**src/rtl/fifo_wptr_full_if.sv**
```systemverilog
// Write-side control bundle between the external writer, the read-side
// pointer source and the FIFO memory wrapper.
interface fifo_wptr_full_if #(
   parameter int unsigned ADDR_W = 4
);
   logic              w_en;
   logic [ADDR_W:0]   r_ptr;
   logic              w_ovf_clr;
   logic [ADDR_W-1:0] w_addr;
   logic [ADDR_W:0]   w_ptr;
   logic              w_full;
   logic              w_almost_full;
   logic [ADDR_W:0]   w_count;
   logic              w_overflow;

   // Environment side: writer request, read pointer, overflow clear.
   modport master (
      output w_en, r_ptr, w_ovf_clr,
      input  w_addr, w_ptr, w_full, w_almost_full, w_count, w_overflow
   );

   // Pointer/flag logic side.
   modport slave (
      input  w_en, r_ptr, w_ovf_clr,
      output w_addr, w_ptr, w_full, w_almost_full, w_count, w_overflow
   );
endinterface

```
**src/rtl/fifo_wptr_full.sv**
```systemverilog
// Write-domain pointer and status logic of a dual-clock FIFO: binary RAM
// address, Gray write pointer, 2-flop read-pointer synchroniser, and
// registered full / almost-full / occupancy / sticky overflow flags.
module fifo_wptr_full #(
   parameter int unsigned ADDR_W   = 4,
   parameter int unsigned AF_LEVEL = 14
) (
   input logic                 w_clk,
   input logic                 w_rst_n,
   fifo_wptr_full_if.slave     bus
);

   localparam logic [ADDR_W:0] AF_THRESH = (ADDR_W+1)'(AF_LEVEL);

   logic [ADDR_W:0] wbin;
   logic [ADDR_W:0] wbin_next;
   logic [ADDR_W:0] gray_next;
   logic [ADDR_W:0] w_ptr;
   logic [ADDR_W:0] rq1;
   logic [ADDR_W:0] rq2;
   logic [ADDR_W:0] rbin;
   logic [ADDR_W:0] occ_next;
   logic [ADDR_W:0] full_ptr;
   logic [ADDR_W:0] w_count;
   logic            w_full;
   logic            w_almost_full;
   logic            w_overflow;
   logic            accept;

   // Pointer advance: a write is taken only while not full.
   always_comb begin
      accept    = bus.w_en & ~w_full;
      wbin_next = accept ? wbin + 1'b1 : wbin;
      gray_next = (wbin_next >> 1) ^ wbin_next;
   end

   // Decode synchronised read pointer and derive next-cycle status terms.
   always_comb begin
      rbin = '0;
      for (int unsigned i = 0; i <= ADDR_W; i++) begin
         rbin[i] = ^(rq2 >> i);
      end
      occ_next = wbin_next - rbin;
      // Full when the write pointer is exactly one lap ahead: in Gray form
      // that is the read pointer with its two MSBs inverted.
      full_ptr = {~rq2[ADDR_W:ADDR_W-1], rq2[ADDR_W-2:0]};
   end

   // Pointer registers and read-pointer synchroniser.
   always_ff @(posedge w_clk) begin
      if (!w_rst_n) begin
         wbin  <= '0;
         w_ptr <= '0;
         rq1   <= '0;
         rq2   <= '0;
      end else begin
         wbin  <= wbin_next;
         w_ptr <= gray_next;
         rq1   <= bus.r_ptr;
         rq2   <= rq1;
      end
   end

   // Status flags, all registered from next-state pointer values.
   always_ff @(posedge w_clk) begin
      if (!w_rst_n) begin
         w_full        <= 1'b0;
         w_almost_full <= 1'b0;
         w_count       <= '0;
      end else begin
         w_full        <= (gray_next == full_ptr);
         w_almost_full <= (occ_next >= AF_THRESH);
         w_count       <= occ_next;
      end
   end

   // Sticky overflow; a set in the same cycle as a clear takes priority.
   always_ff @(posedge w_clk) begin
      if (!w_rst_n) begin
         w_overflow <= 1'b0;
      end else if (bus.w_en && w_full) begin
         w_overflow <= 1'b1;
      end else if (bus.w_ovf_clr) begin
         w_overflow <= 1'b0;
      end
   end

   assign bus.w_addr        = wbin[ADDR_W-1:0];
   assign bus.w_ptr         = w_ptr;
   assign bus.w_full        = w_full;
   assign bus.w_almost_full = w_almost_full;
   assign bus.w_count       = w_count;
   assign bus.w_overflow    = w_overflow;

endmodule
```
**src/flat_wrapper.sv**
```systemverilog
// flat-port wrapper written by rule: the top's interface ports become plain ports
module fifo_wptr_full_flat 
#(
   parameter int unsigned ADDR_W   = 4,
   parameter int unsigned AF_LEVEL = 14
)
  (w_clk, w_rst_n, bus_w_en, bus_r_ptr, bus_w_ovf_clr, bus_w_addr, bus_w_ptr, bus_w_full, bus_w_almost_full, bus_w_count, bus_w_overflow);
  fifo_wptr_full_if #(.ADDR_W(ADDR_W)) bus_i ();
  input logic w_clk;
  input logic w_rst_n;
  input wire logic [$bits(bus_i.w_en)-1:0] bus_w_en;
  input wire logic [$bits(bus_i.r_ptr)-1:0] bus_r_ptr;
  input wire logic [$bits(bus_i.w_ovf_clr)-1:0] bus_w_ovf_clr;
  output wire logic [$bits(bus_i.w_addr)-1:0] bus_w_addr;
  output wire logic [$bits(bus_i.w_ptr)-1:0] bus_w_ptr;
  output wire logic [$bits(bus_i.w_full)-1:0] bus_w_full;
  output wire logic [$bits(bus_i.w_almost_full)-1:0] bus_w_almost_full;
  output wire logic [$bits(bus_i.w_count)-1:0] bus_w_count;
  output wire logic [$bits(bus_i.w_overflow)-1:0] bus_w_overflow;
  assign bus_i.w_en = bus_w_en;
  assign bus_i.r_ptr = bus_r_ptr;
  assign bus_i.w_ovf_clr = bus_w_ovf_clr;
  assign bus_w_addr = bus_i.w_addr;
  assign bus_w_ptr = bus_i.w_ptr;
  assign bus_w_full = bus_i.w_full;
  assign bus_w_almost_full = bus_i.w_almost_full;
  assign bus_w_count = bus_i.w_count;
  assign bus_w_overflow = bus_i.w_overflow;
  fifo_wptr_full #(.ADDR_W(ADDR_W), .AF_LEVEL(AF_LEVEL)) u_core (.w_clk(w_clk), .w_rst_n(w_rst_n), .bus(bus_i));
endmodule
```
**config.mk**
```make
export PLATFORM = sky130hd
export DESIGN_NAME = fifo_wptr_full_flat
export DESIGN_NICKNAME = d
export VERILOG_FILES = /design/src/rtl/fifo_wptr_full_if.sv /design/src/rtl/fifo_wptr_full.sv /design/src/flat_wrapper.sv
export SDC_FILE = /design/constraint.sdc
export NUM_CORES = 1
export LEC_CHECK = 0
export ABC_CLOCK_PERIOD_IN_PS = 3250
export CORE_MARGIN = 1.5
export CORE_UTILIZATION = 49
export CTS_CLUSTER_DIAMETER = 50
export DETAILED_ROUTE_END_ITERATION = 10
export PLACE_DENSITY = 0.77
export SLEW_MARGIN = 0
export SYNTH_ARGS = -nofsm -noshare
export SYNTH_HDL_FRONTEND = slang
export SYNTH_SLANG_ARGS = --single-unit
export TNS_END_PERCENT = 10
```
**constraint.sdc**
```tcl
create_clock -name w_clk -period 3.25 [get_ports w_clk]
set_input_delay 0.4875 -clock w_clk [delete_from_list [all_inputs] [get_ports w_clk]]
set_output_delay 0.4875 -clock w_clk [all_outputs]
set_load 0.01 [all_outputs]
```
Yosys cells after proc, flatten, opt, wreduce, memory -nomap -nowiden
Index checks and enable logic that the tools add are counted.
{"block": "word_totals", "regBits": 28, "latch_bits": 0, "mem_bits_rw": 0, "rom_bits": 0, "input_bits": 9, "output_inout_bits": 17, "word_cells": 26, "n_memories": 0}
{"block": "op_classes", "n_addsub": 2, "mul": 0, "div_mod_pow": 0, "magnitude_cmp": 1, "n_eq_ne": 1, "shifts": 0, "n_mux": 3, "n_bitwise": 4, "n_reduce_logical": 7}
{"operator": "5-bit XOR reduction", "count": 5}
{"operator": "5-bit by 1-bit adder with 5-bit output, second input constant", "count": 1}
{"operator": "5-bit == test", "count": 1}
{"operator": "5-bit by 4-bit greater-or-equal comparator with 1-bit output, second input constant", "count": 1}
{"operator": "5-bit 2-to-1 mux", "count": 1}
{"operator": "5-bit subtractor", "count": 1}
{"operator": "4-bit by 5-bit XOR with 5-bit output", "count": 1}
{"operator": "1-bit 2-to-1 mux", "count": 2}
{"operator": "2-bit NOT", "count": 1}
{"operator": "2-bit nonzero test", "count": 1}
{"operator": "1-bit AND", "count": 1}
{"operator": "1-bit logical AND", "count": 1}
{"operator": "1-bit NOT", "count": 1}

Logic depth before layout (Yosys ltp)
{"block": "logic_depth", "word_depth": 5, "depth_mapped": 10, "depth_no_buf": 10}

Least setup slack after synthesis
Ideal clock, no wire load.
{"block": "synth_path", "kind": "input to register", "start": "in bus_w_en", "end": "reg u_core.w_almost_full (netlist: u_core.bus.w_almost_full)", "setup_ns": 0.117, "arrival_time_ns": 2.253, "t_required_ns": 3.133, "setup_slack_ns": 0.880, "path_stages": 10, "n_path_buf": 1, "path_cell_list": "nand2b_1 clkbuf_1 or3_1 and2_1 inv_2 ha_1 nor2b_1 a221oi_2 xnor2_1 a32o_1"}
{"block": "synth_between", "elab_chain_cells": 4}
{"item": "from (decl)", "line_no": "flat_wrapper.sv:11", "rtl": "input wire logic [$bits(bus_i.w_en)-1:0] bus_w_en;"}
{"item": "1-bit AND", "line_no": "fifo_wptr_full.sv:32", "rtl": "accept = bus.w_en & ~w_full;"}
{"item": "5-bit 2-to-1 mux", "line_no": "fifo_wptr_full.sv:33", "rtl": "wbin_next = accept ? wbin + 1'b1 : wbin;"}
{"item": "named net u_core.wbin_next[3]", "line_no": "fifo_wptr_full.sv:16", "rtl": "logic [ADDR_W:0] wbin_next;"}
{"item": "5-bit subtractor", "line_no": "fifo_wptr_full.sv:43", "rtl": "occ_next = wbin_next - rbin;"}
{"item": "5-bit by 4-bit greater-or-equal comparator with 1-bit output", "line_no": "fifo_wptr_full.sv:72", "rtl": "w_almost_full <= (occ_next >= AF_THRESH);"}
{"item": "to (signal assigned)", "line_no": "fifo_wptr_full.sv:72"}
{"item": "to (decl)", "line_no": "fifo_wptr_full.sv:26", "rtl": "logic w_almost_full;"}
The timed path passes the listed nets, and every way through them passes these cells.
A chain may end at the register's enable or synchronous reset.

Final worst setup path
Same ends and word-level chain as after synthesis.

==> impl_metrics.tcl <==
set metrics [dict create \
    report.power.total_uw 715 \
    final-hold-violation-count 0 \
    globalRouteOverflowTotal 0 \
    max_cap_violations 0 \
    synth_area_per_cell_um2 11.2 \
    cts-resized-gates 0 \
    cts.htree.levels 1 \
    floorplan.io_pins 26 \
    ctsRootBufferMaster "clkbuf_4" \
    outcome "finished clean" \
    power_switching_share 0.266 \
    clock-skew-final_ps 2.93 \
    maxUsedRoutingLayer "met4" \
    insertedDiodeCount 0 \
    vdd_drop_max_v 0.000311 \
    synth.top_cells.by_count "dfxtp_1 (27), and2_1 (17), nor2b_1 (10), xnor2_1 (10)" \
    worstPathMaxFanout 5 \
    cts_hold_buf 0 \
    vias 799 \
    routedLengthMet1_um 833 \
    async_flop_share 0 \
    power.density_mw_per_mm2 464 \
    synth_enable_flop_cells 0 \
    initial_antenna_violation_count 0 \
    grt_max_degree 28 \
    clockPowerShare 0.198 \
    num-fill-cells 206 \
    period_needed_ps 2650 \
    fp.dieH_um 53.3 \
    stdcell_count 165 \
    power.internal_uw 525 \
    hold_path.class "flip-flop to flip-flop" \
    placeableCoreArea_mm2 0.00243 \
    yosys.cell_count.top_type "dfxtp_1" \
    grt_pass1_vias 788 \
    register_area_um2 541 \
    synth_fp_nets 125 \
    numCtsBuffers 3 \
    final-max-slew-violation-count 0 \
    critical_path_required_ps 3480 \
    dp_hpwl_um 1520 \
    floorplan.die_area_mm2 0.00284 \
    met2WireLength_um 979 \
    routed-wl-met3_um 94 \
    cts_sinks 27 \
    post_synth_inst_count 110 \
    layout.nets 151 \
    postCtsSetupBuffers 0 \
    clk_latency_ps 320 \
    row_count 18 \
    finalCoreUtilization 0.633 \
    ant_nets 0 \
    mappedNetlistArea_mm2 0.00124 \
    route.final.wire_length_um 1930 \
    yosysSeqAreaShare 0.437 \
    setup_tns_ps 0 \
    setup_viol 0 \
    cellLeakagePower_uw 0.000632 \
    synth_top_area_cell "dfxtp_1" \
    ys_top_cells_by_area "dfxtp_1 (44%), xnor3_1 (9.1%), and2_1 (8.6%)" \
    detailedPlace.worstSlack_ps 249 \
    max_freq_ghz 0.377 \
    routabilityCongestion 0.785 \
    tritoncts "done" \
    synth_cell_type_count 26 \
    placedCellCount 161 \
    worst_ep_arrival_time_ps 2880 \
    final.setup.worst_slack_ps 599 \
    sequentialPowerShare 0.522 \
    maxSlewHeadroom 0.544 \
    crit_path_end_kind "flip-flop" \
    start_util 0.509 \
    combPwrFrac 0.280 \
    route.detailed.vias_per_inst 4.84 \
    grt.total_usage 0.159 \
    critical_path_class "primary input to flip-flop" \
    post_route_cells_drive_above_1_share 0.0667 \
    clkTransAtPathRegs_ps 140 \
    wire_length_of_the_first_global_routing_pass_um 3240 \
    setup.worst_path.start_class "primary input" \
    drtIter0Drc 6 \
    multiInputGateArea_um2 658 \
    timing.final.crit_share 0.816 \
    die_x_um 53.3 \
    syn2layout_area_growth_pct 24.5 \
    dominantRegCellSynth "dfxtp_1" \
    p_switching_uw 190 \
    placement.io_buffers 25 \
    post_drt_wl_per_cell_um 11.7 \
    worst_slew_pin_slew_ps 682 \
    clk_path_buf_depth 2 \
    drc 0 \
    detailed_routing_iteration_count_for_the_pre_antenna_repair_pass 4 \
    yosys.area.top_type_share 0.437 \
    unrepaired_setup_endpoints_after_global_routing "false" \
    synthesis_stage_register_bit_count 27 \
    yosysWarningCount 0 \
]
==> final timing paths <==
| check | from | endpoint | slack, ps | cells past startpoint |
|---|---|---|---|---|
| min reg2reg | u_core.rq1[0] | u_core.rq2[0] | 450 | 1 |
| max | bus_w_en | u_core.bus.w_almost_full | 600 | 10 |
| min | u_core.rq1[0] | u_core.rq2[0] | 450 | 1 |
| max reg2reg | u_core.rq2[4] | u_core.bus.w_almost_full | 650 | 10 |
==> power by group through the flow <==
| stage | registers, uW | logic, uW | clock network, uW |
|---|---|---|---|
| floorplan | 392 | 112 | 0 |
| global route | 378 | 219 | 159 |
| detailed placement | 381 | 202 | 0 |
| finish | 373 | 200 | 142 |
| global placement | 381 | 197 | 0 |
| CTS | 374 | 203 | 149 |
==> sequential cells by signal (all words and copies together), names as in the netlist <==
register                  cells
u_core.wbin                   4
u_core.bus.w_overflow         1
u_core.bus.w_full             1
u_core.bus.w_ptr              5
u_core.rq2                    5
u_core.bus.w_count            5
u_core.bus.w_almost_full      1
u_core.rq1                    5
==> critical path, stage by stage <==
cell and delay [ps]:
clkdlybuf4s50_1 490, nand2b_1 160, or3_1 410, and2_1 240, inv_2 70, ha_1 260, nor2b_1 170, a221oi_2 270
xnor2_1 130, a32o_1 210
==> cell usage in the layout (no fill, tap or decap) <==
cell type        Yosys  layout
clkbuf_4             0       3
xnor3_1              5       5
clkdlybuf4s50_1      0      25
ha_1                 5       5
nand3_1              1       1
a21boi_0             1       1
and3_1               2       2
a32o_1               1       1
xnor2_1             10      10
a21oi_1              1       1
and3b_1              1       1
and2_1              17      17
dfxtp_1             27      27
buf_4                0       1
nand2b_1             2       2
nor4_1               1       1
xor2_1               5       5
nor2b_1             10      10
or3_1                1       1
clkinv_2             0       1
inv_1                4       4
fa_1                 1       1
inv_2                1       1
a221oi_2             2       2
o21ai_1              1       1
mux2i_1              3       3
xnor2_2              1       1
nand2_1              2       2
==> cells by family (layout without fill, tap and decap cells) <==
kind of cell / after synthesis / in the layout / synth area share
adder cells (fa/ha/maj): 6 / 6 / 0.0667
AND/OR/NAND/NOR: 37 / 37 / 0.184
flip-flops: 27 / 27 / 0.437
multiplexers: 3 / 3 / 0.0243
XOR/XNOR: 21 / 21 / 0.210
AO/OA/AOI/OAI: 6 / 6 / 0.0465
buffers and inverters: 10 / 35 / 0.0313
==> metrics by stage <==
stage	instance area [um^2]	hold WS, ps
3_3_place_gp	1510	410
6_report	1540	448
4_1_cts	1540	450
3_5_place_dp	1510	417
2_1_floorplan	1240	406
5_1_grt	1540	468
==> metal layers <==
metal,global-route usage,vias up
li1,-,408
met1,0.176,368
met2,0.280,21
met3,0.0311,2
met4,0.0897,0
met5,0,-
==> layout make-up <==
class | instances | area share
Inverter | 5 | 0.0122
Timing Repair Buffer | 26 | 0.167
Tap cell | 30 | 0.0244
Clock buffer | 3 | 0.0146
Clock inverter | 1 | 0.00325
Multi-Input combinational cell | 73 | 0.427
Sequential cell | 27 | 0.351
(Power assumes the default switching activity.)
